## src/rtl/mux_pkg.sv

```systemverilog
// rtl/mux_pkg.sv - shared types and limits for the registered N:1 selector
package mux_pkg;

    typedef enum logic {
        MODE_SEL = 1'b0,
        MODE_RR  = 1'b1
    } mode_e;

    localparam int MUX_MAX_N = 16;

endpackage

```

## src/rtl/mux_arb_reg_rr_arbiter.sv

```systemverilog
// rtl/mux_arb_reg_rr_arbiter.sv - combinational rotate-priority search starting after ptr
module rr_arbiter
    import mux_pkg::*;
#(
    parameter  int N  = 8,
    localparam int SW = $clog2(N)
) (
    input  logic [N-1:0]  req,
    input  logic [SW-1:0] ptr,
    output logic [SW-1:0] gnt_idx,
    output logic          gnt_any
);

    // Walk from the farthest position back to ptr+1 so the nearest request is written last.
    always_comb begin
        gnt_idx = '0;
        gnt_any = 1'b0;
        for (int k = N; k >= 1; k--) begin
            if (req[SW'((int'(ptr) + k) % N)]) begin
                gnt_idx = SW'((int'(ptr) + k) % N);
                gnt_any = 1'b1;
            end
        end
    end

endmodule

```

## src/rtl/mux_arb_reg.sv

```systemverilog
// rtl/mux_arb_reg.sv - registered N:1 selector, explicit select or round-robin, valid/ready on all ports
module mux_arb_reg
    import mux_pkg::*;
#(
    parameter  int N  = 8,
    parameter  int W  = 8,
    localparam int SW = $clog2(N)
) (
    input  logic           clk,
    input  logic           rst_n,
    input  logic           mode,
    input  logic [SW-1:0]  sel,
    input  logic [N*W-1:0] in_data,
    input  logic [N-1:0]   in_valid,
    output logic [N-1:0]   in_ready,
    output logic [W-1:0]   out_data,
    output logic [SW-1:0]  out_src,
    output logic           out_valid,
    input  logic           out_ready
);

    logic [W-1:0]  chan [N];
    logic [SW-1:0] ptr;
    logic [SW-1:0] rr_idx;
    logic          rr_any;
    logic [SW-1:0] cand;
    logic          cand_ok;
    logic          can_load;
    logic          gnt;

    for (genvar g = 0; g < N; g++) begin : g_chan
        assign chan[g] = in_data[g*W +: W];
    end

    rr_arbiter #(.N(N)) u_rr (
        .req     (in_valid),
        .ptr     (ptr),
        .gnt_idx (rr_idx),
        .gnt_any (rr_any)
    );

    assign can_load = !out_valid || out_ready;

    // An out-of-range explicit select has no candidate, so nothing is ever readied.
    always_comb begin
        cand    = '0;
        cand_ok = 1'b0;
        if (mode_e'(mode) == MODE_RR) begin
            cand    = rr_idx;
            cand_ok = rr_any;
        end else begin
            cand    = sel;
            cand_ok = int'(sel) < N;
        end
    end

    always_comb begin
        in_ready = '0;
        if (rst_n && can_load && cand_ok) begin
            in_ready = N'(1) << cand;
        end
    end

    assign gnt = |(in_valid & in_ready);

    always_ff @(posedge clk) begin
        if (!rst_n) begin
            out_valid <= 1'b0;
            out_data  <= '0;
            out_src   <= '0;
            ptr       <= SW'(N - 1);
        end else if (gnt) begin
            out_valid <= 1'b1;
            out_data  <= chan[cand];
            out_src   <= cand;
            ptr       <= cand;
        end else if (out_ready) begin
            out_valid <= 1'b0;
        end
    end

endmodule

```

## config.mk

```make
export PLATFORM = sky130hd
export DESIGN_NAME = mux_arb_reg
export DESIGN_NICKNAME = d
export VERILOG_FILES = /design/src/rtl/mux_pkg.sv /design/src/rtl/mux_arb_reg_rr_arbiter.sv /design/src/rtl/mux_arb_reg.sv
export SDC_FILE = /design/constraint.sdc
export NUM_CORES = 1
export LEC_CHECK = 0
export BUFFER_PORTS_ARGS = -buffer_cell sky130_fd_sc_hd__buf_2
export CAP_MARGIN = 20
export CORE_ASPECT_RATIO = 1.5
export CORE_MARGIN = 4
export CORE_UTILIZATION = 51
export CTS_CLUSTER_DIAMETER = 40
export DETAILED_ROUTE_END_ITERATION = 10
export PLACE_DENSITY = 0.81
export SYNTH_ARGS = -nofsm -noshare
export SYNTH_HDL_FRONTEND = slang
export SYNTH_SLANG_ARGS = --single-unit
export TNS_END_PERCENT = 10
```

## constraint.sdc

```tcl
create_clock -name clk -period 5.27 [get_ports clk]
set_input_delay 1.054 -clock clk [delete_from_list [all_inputs] [get_ports clk]]
set_output_delay 1.054 -clock clk [all_outputs]
set_load 0.01 [all_outputs]
```

======== After elaboration in Yosys (flattened, before gate mapping) ========
Cells that the tools add are included.
W data, S select, Z words.
storage, ports and cells
  register bits after elaboration ......... 15
  bits of input ports ..................... 79
  logic and storage cells ................. 78
cells by class
  $add $sub $neg .......................... 8
  order comparisons ....................... 9
  shift-type cells ........................ 1
  muxes and demuxes ....................... 48
  bitwise logic cells ..................... 2
  reductions and logical operators ........ 6
operators with widths
  operator               number
  $lt A3 B5 Y1 const B   8
  $mux W1                27
  $mux W3                9
  $bmux W1 S3            8
  $bmux W8 S3            1
  $mux W8                3
  $add A3 B3 Y3 const B  4
  $and A8 B8 Y8          1
  $reduce_or A8 Y1       1
  $shl A1 B3 Y8 const A  1
  $add A3 B1 Y3 const B  2
  $add A3 B2 Y3 const B  2
  $ge A4 B4 Y1 const B   1
  $not A3 Y4             1
  $logic_and A1 B1 Y1    2
  $reduce_bool A2 Y1     1
  $logic_not A1 Y1       1
  $logic_or A1 B1 Y1     1

======== Depth between registers and ports, before layout ========
  depth after elaboration ................. 18
  mapped depth ............................ 18
  mapped depth without buffers ............ 11

======== Cells and area by module ========
A second synthesis with hierarchy kept.
second synthesis, totals
  cell total of the unflattened synthesis .. 276
  area total of the unflattened synthesis .. 1914.3 um^2
modules (own cells, without submodules)
  module       times used  cells an instance  area each (um^2)
  mux_arb_reg  1           199                1239.9
  rr_arbiter   1           77                 674.4

======== Worst setup path before layout ========
Ideal clock, no wire load.
  path kind ............................... register to output
  start point ............................. register ptr[1]
  end point ............................... output port in_ready[2]
  arrival time ............................ 3.684 ns
  data required time ...................... 4.216 ns
  path slack .............................. 0.532 ns
  stages on the path, launching flop included .. 16
  path buffers ............................ 6
  cells stage by stage .................... dfxtp_1 > clkbuf_1 > buf_2 > inv_1 > ha_1 > buf_6 > mux2_4 > mux4_2 > o22ai_1 > a2111oi_1 > or4b_1 > buf_2 > and2_4 > buf_6 > clkbuf_1 > nor2_1
between the ends
  cells in the longest elaborated chain, start to end .. 15
  elaborated cells between the ends (all ways) .. 53
  those cells by class .................... add/sub: 8; shift: 1; mux: 43; reduce/logical: 1
RTL lines
  element                                               RTL line                                                    source
  start, declared                                       mux_arb_reg.sv:23                                           logic [SW-1:0] ptr;
  start signal, assigned                                mux_arb_reg.sv:71                                           ptr <= SW'(N - 1);
  start signal, assigned                                mux_arb_reg.sv:76                                           ptr <= cand;
  $add A3 B1 Y3                                         mux_arb_reg_rr_arbiter.sv:19, mux_arb_reg_rr_arbiter.sv:20
  $bmux W1 S3                                           mux_arb_reg_rr_arbiter.sv:19                                if (req[SW'((int'(ptr) + k) % N)]) begin
  $mux W1 (implied by the code) (2 in a row)            mux_arb_reg_rr_arbiter.sv:19
  $mux W3 or $mux W1 (tied branches) (8 in a row)       mux_arb_reg_rr_arbiter.sv:19
  $mux W3 or $mux W1 (tied branches)                    mux_arb_reg.sv:48                                           if (mode_e'(mode) == MODE_RR) begin
  $shl A1 B3 Y8 or $logic_and A1 B1 Y1 (tied branches)  mux_arb_reg.sv:60, mux_arb_reg.sv:59
  $mux W8 *                                             mux_arb_reg.sv:59                                           if (rst_n && can_load && cand_ok) begin
  end, declared                                         mux_arb_reg.sv:15                                           output logic [N-1:0] in_ready,
Mark *: on every way between the ends. The rest lies on a longest branch, timed or not. The select of a mux whose other input is x is not followed.

======== Worst setup path in the final report ========
  start point ............................. register ptr[0]
  end point ............................... output port in_ready[7]
The elaborated chain is that of the path after synthesis.

==> results.yml <==
run_status:
  run_status: "finished, final reports clean"
cells_and_area:
  sequential_cell_area_um2: 300
  fillCellCount: 418
  multi_input_comb_area_um2: 2160
  mostFrequentLayoutCell: "buf_2"
  fraction_of_layout_instances_using_a_drive_strength_above_1_pct: 46.7
  final_cell_mix: "buf_2, mux2i_1, mux2_2"
  antenna_cells: 0
  finish.net_count: 457
  final-instance-count-excl-fill: 441
  area_delta_synth_final_pct: 21.2
cts:
  clock_tree_from_tritoncts: "built"
  insertion_delay_ns: 0.25
  clock_sinks: 15
  post_cts.repair.setup_buffers: 0
  ctsHtreeMaxLevel: 1
  clockRootBuffer: "clkbuf_8"
  worst_setup_hold_path_clk_slew_ns: 0.06
  cts_resized: 0
  numCtsBuffers: 3
  cts_max_path_buffers: 2
  hold_buffers: 0
setup_path:
  cp-start-kind: "register"
  rr_startpoint: "ptr[0]$_SDFFE_PN1P_"
  critical_path.reg2reg.endpoint: "out_data[4]$_SDFFE_PN0P_"
  arrival_ns: 3.91
  critical_path.most_common_cell: "mux2_2"
  required_time_at_the_worst_slack_endpoint_ns: 4.22
  worstPathCellList: "inv_1, ha_1, buf_4, mux2_2, mux2i_1, mux2_2, o2111a_1, or4b_1, a211oi_2, and2_1, buf_2"
  worstPathMaxFanout: 13
  cp_slowest_stage_delay_ns: 0.64
  critical_path.startpoint: "ptr[0]$_SDFFE_PN1P_"
  setup.worst_path.class: "reg -> out"
  regToRegSetupSlack_ns: 0.78
  worst_r2r_path_depth: 13
  cp-end-kind: "output port"
  endpoint: "in_ready[7]"
  slowest_cell_on_the_critical_path: "ha_1"
global_route:
  globalRoute.totalOverflow: 0
  track_usage_pct: 26.4
  maximum_number_of_pins_on_one_net_before_global_route_repair: 37
  grt_pass1_vias: 2818
  grt_first_pass_wirelength_um: 13200
  grt_antenna_before_repair: 0
sta:
  setup_slack_ns: 0.304
  slew_violations: 0
  hold_ws_ns: 0.543
  slew_headroom_pct: 47.9
  aggregate_negative_setup_slack_ns: 0
  hold_violations: 0
  final_skew_ns: 0.00340
  setup-violations-final: 0
  max_freq_mhz: 201
  grt_setup_unrepaired: "false"
  final_min_period_over_clock_period_pct: 94.2
  tightest_slew_ns: 0.777
  final.min_clock_period_ns: 4.97
logic_synthesis:
  postSynthRegisterBits: 15
  yosysWarningCount: 0
  number_of_synthesized_flops_with_an_enable_pin: 0
  syn_inst: 287
  synth.net_count: 368
  ys_seq_area_share_pct: 11.4
  synth-main-ff-cell: "dfxtp_1"
  post_synth_instance_area_um2: 2640
  syn_avg_cell_area_um2: 9.19
  async_reset_ff_share_pct: 0
  synth.distinct_cells: 65
power_and_ir_drop:
  total_power_w: 0.00183
  pwr_density_cell_nw_per_um2: 572
  leakage_nw: 1.41
  largest_vdd_supply_drop_mv: 0.397
routing:
  post_drt_wl_per_cell_um: 18.4
  drt_pass_1_iters: 4
  route.vias.total: 2772
  post_drt_antenna_nets: 0
  mean_number_of_vias_per_cell: 6.29
  detailedRoute.firstIterationViolations: 152
  route.final.wire_length_um: 8120
  number_of_remaining_drc_errors: 0
place:
  numPlacedInstances: 437
  detailed_place_hpwl_um: 6530
  placement.setup.worst_slack_ns: 0.488
  gp_routability_congestion: 0.913
  placement.io_buffers: 98
die:
  dieWidth_um: 66.7
  core-area_um2: 4930
  initial_core_util_pct: 53.5
  std_cell_rows: 31
  num_io_pins: 99
  die_height_um: 96.1
  die_area_um2: 6410
job:
  max_cap_viol_count: 0
min_path:
  hold_class: "reg -> reg"
## state kept, by name (all words and copies together), names as in the netlist
| register | flops |
|---|---|
| out_data | 8 |
| out_src | 3 |
| out_valid | 1 |
| ptr | 3 |
## worst min-delay path by stage
stage | start | endpoint | slack [ns] | depth (start not counted)
finish | out_src[2]$_SDFFE_PN0P_ | out_src[2]$_SDFFE_PN0P_ | 0.54 | 2
global route | out_src[2]$_SDFFE_PN0P_ | out_src[2]$_SDFFE_PN0P_ | 0.59 | 2
CTS | out_src[2]$_SDFFE_PN0P_ | out_src[2]$_SDFFE_PN0P_ | 0.55 | 2
detailed placement | out_src[2]$_SDFFE_PN0P_ | out_src[2]$_SDFFE_PN0P_ | 0.53 | 2
global placement | out_src[2]$_SDFFE_PN0P_ | out_src[2]$_SDFFE_PN0P_ | 0.52 | 2
floorplan | out_src[2]$_SDFFE_PN0P_ | out_src[2]$_SDFFE_PN0P_ | 0.53 | 2
## area by class of cell
type	count	area share, %
Multi-Input combinational cell	238	67.5
Timing Repair Buffer	110	18.2
Sequential cell	15	9.40
Tap cell	66	2.59
Clock buffer	4	1.41
Inverter	8	0.940
## metal layers
| layer | vias to the layer above | wire length, um | track usage (%) |
|---|---|---|---|
| met5 | - | 0 | 0 |
| met4 | 0 | 442 | 17.3 |
| met3 | 33 | 501 | 1.99 |
| met2 | 140 | 4200 | 45.9 |
| met1 | 1275 | 2970 | 30.4 |
| li1 | 1324 | - | - |
## worst max-delay path: cells and delay by family (launching register included)
family	cells	cell delay, ns
AND/OR/NAND/NOR	2	0.79
AO/OA/AOI/OAI	2	0.65
multiplexers	3	0.79
buffers and inverters	3	0.44
flip-flops	1	0.32
adder cells (fa/ha/maj)	1	0.64
## synthesized netlist by cell type, types with 2 or more instances
| cell | n | area, um2 |
|---|---|---|
| nor2b_1 | 3 | 18.8 |
| and2_1 | 4 | 25.0 |
| a211oi_2 | 9 | 113 |
| xnor2_1 | 2 | 17.5 |
| mux2_4 | 3 | 45.0 |
| nor3_1 | 8 | 40.0 |
| a32o_1 | 2 | 20.0 |
| buf_6 | 6 | 67.6 |
| o2111a_1 | 2 | 22.5 |
| buf_2 | 9 | 45.0 |
| dfxtp_1 | 15 | 300 |
| and3_1 | 3 | 18.8 |
| nand2b_1 | 4 | 25.0 |
| a211oi_1 | 7 | 52.6 |
| o21ai_0 | 4 | 20.0 |
| a22oi_1 | 2 | 15.0 |
| a221oi_1 | 2 | 17.5 |
| clkbuf_1 | 9 | 33.8 |
| mux4_2 | 14 | 315 |
| xor2_1 | 2 | 17.5 |
| ha_1 | 2 | 25.0 |
| a311oi_1 | 8 | 70.1 |
| a31oi_1 | 3 | 18.8 |
| inv_1 | 7 | 26.3 |
| a211o_1 | 2 | 17.5 |
| nand3_1 | 2 | 10.0 |
| o211ai_1 | 18 | 135 |
| mux2_1 | 3 | 33.8 |
| nor2_1 | 13 | 48.8 |
| mux2_2 | 27 | 304 |
| mux2i_1 | 30 | 300 |
| a21oi_1 | 3 | 15.0 |
| o21ai_1 | 2 | 10.0 |
| nand2_1 | 26 | 97.6 |
## per-stage QoR
step / util [%] / area, um2
after floorplan: - / 2640
after global placement: 63.9 / 3150
after detailed placement: 63.9 / 3150
after CTS: 64.8 / 3190
after global routing: 64.8 / 3190
final: 64.8 / 3190
## where the power goes
| part | internal [W] | leakage, nW | switching, W |
|---|---|---|---|
| Sequential | 0.000149 | 0.123 | 0.0000214 |
| Combinational | 0.000695 | 1.27 | 0.000867 |
| Clock | 0.0000537 | 0.0228 | 0.0000427 |
| Total | 0.000898 | 1.41 | 0.000931 |
## kinds of logic (layout without fill, tap and decap cells)
family                     Yosys count  count (layout)  synth area share, %
adders and majority gates            2               2                0.949
buffers and inverters               34             122                 7.17
and+or+nand+nor                     69              69                 12.6
AOI/OAI and AO/OA                   86              86                 28.7
xor gates and xnor gates             4               4                 1.33
muxes                               77              77                 37.9
DFF                                 15              15                 11.4
(Power assumes the default switching activity.)
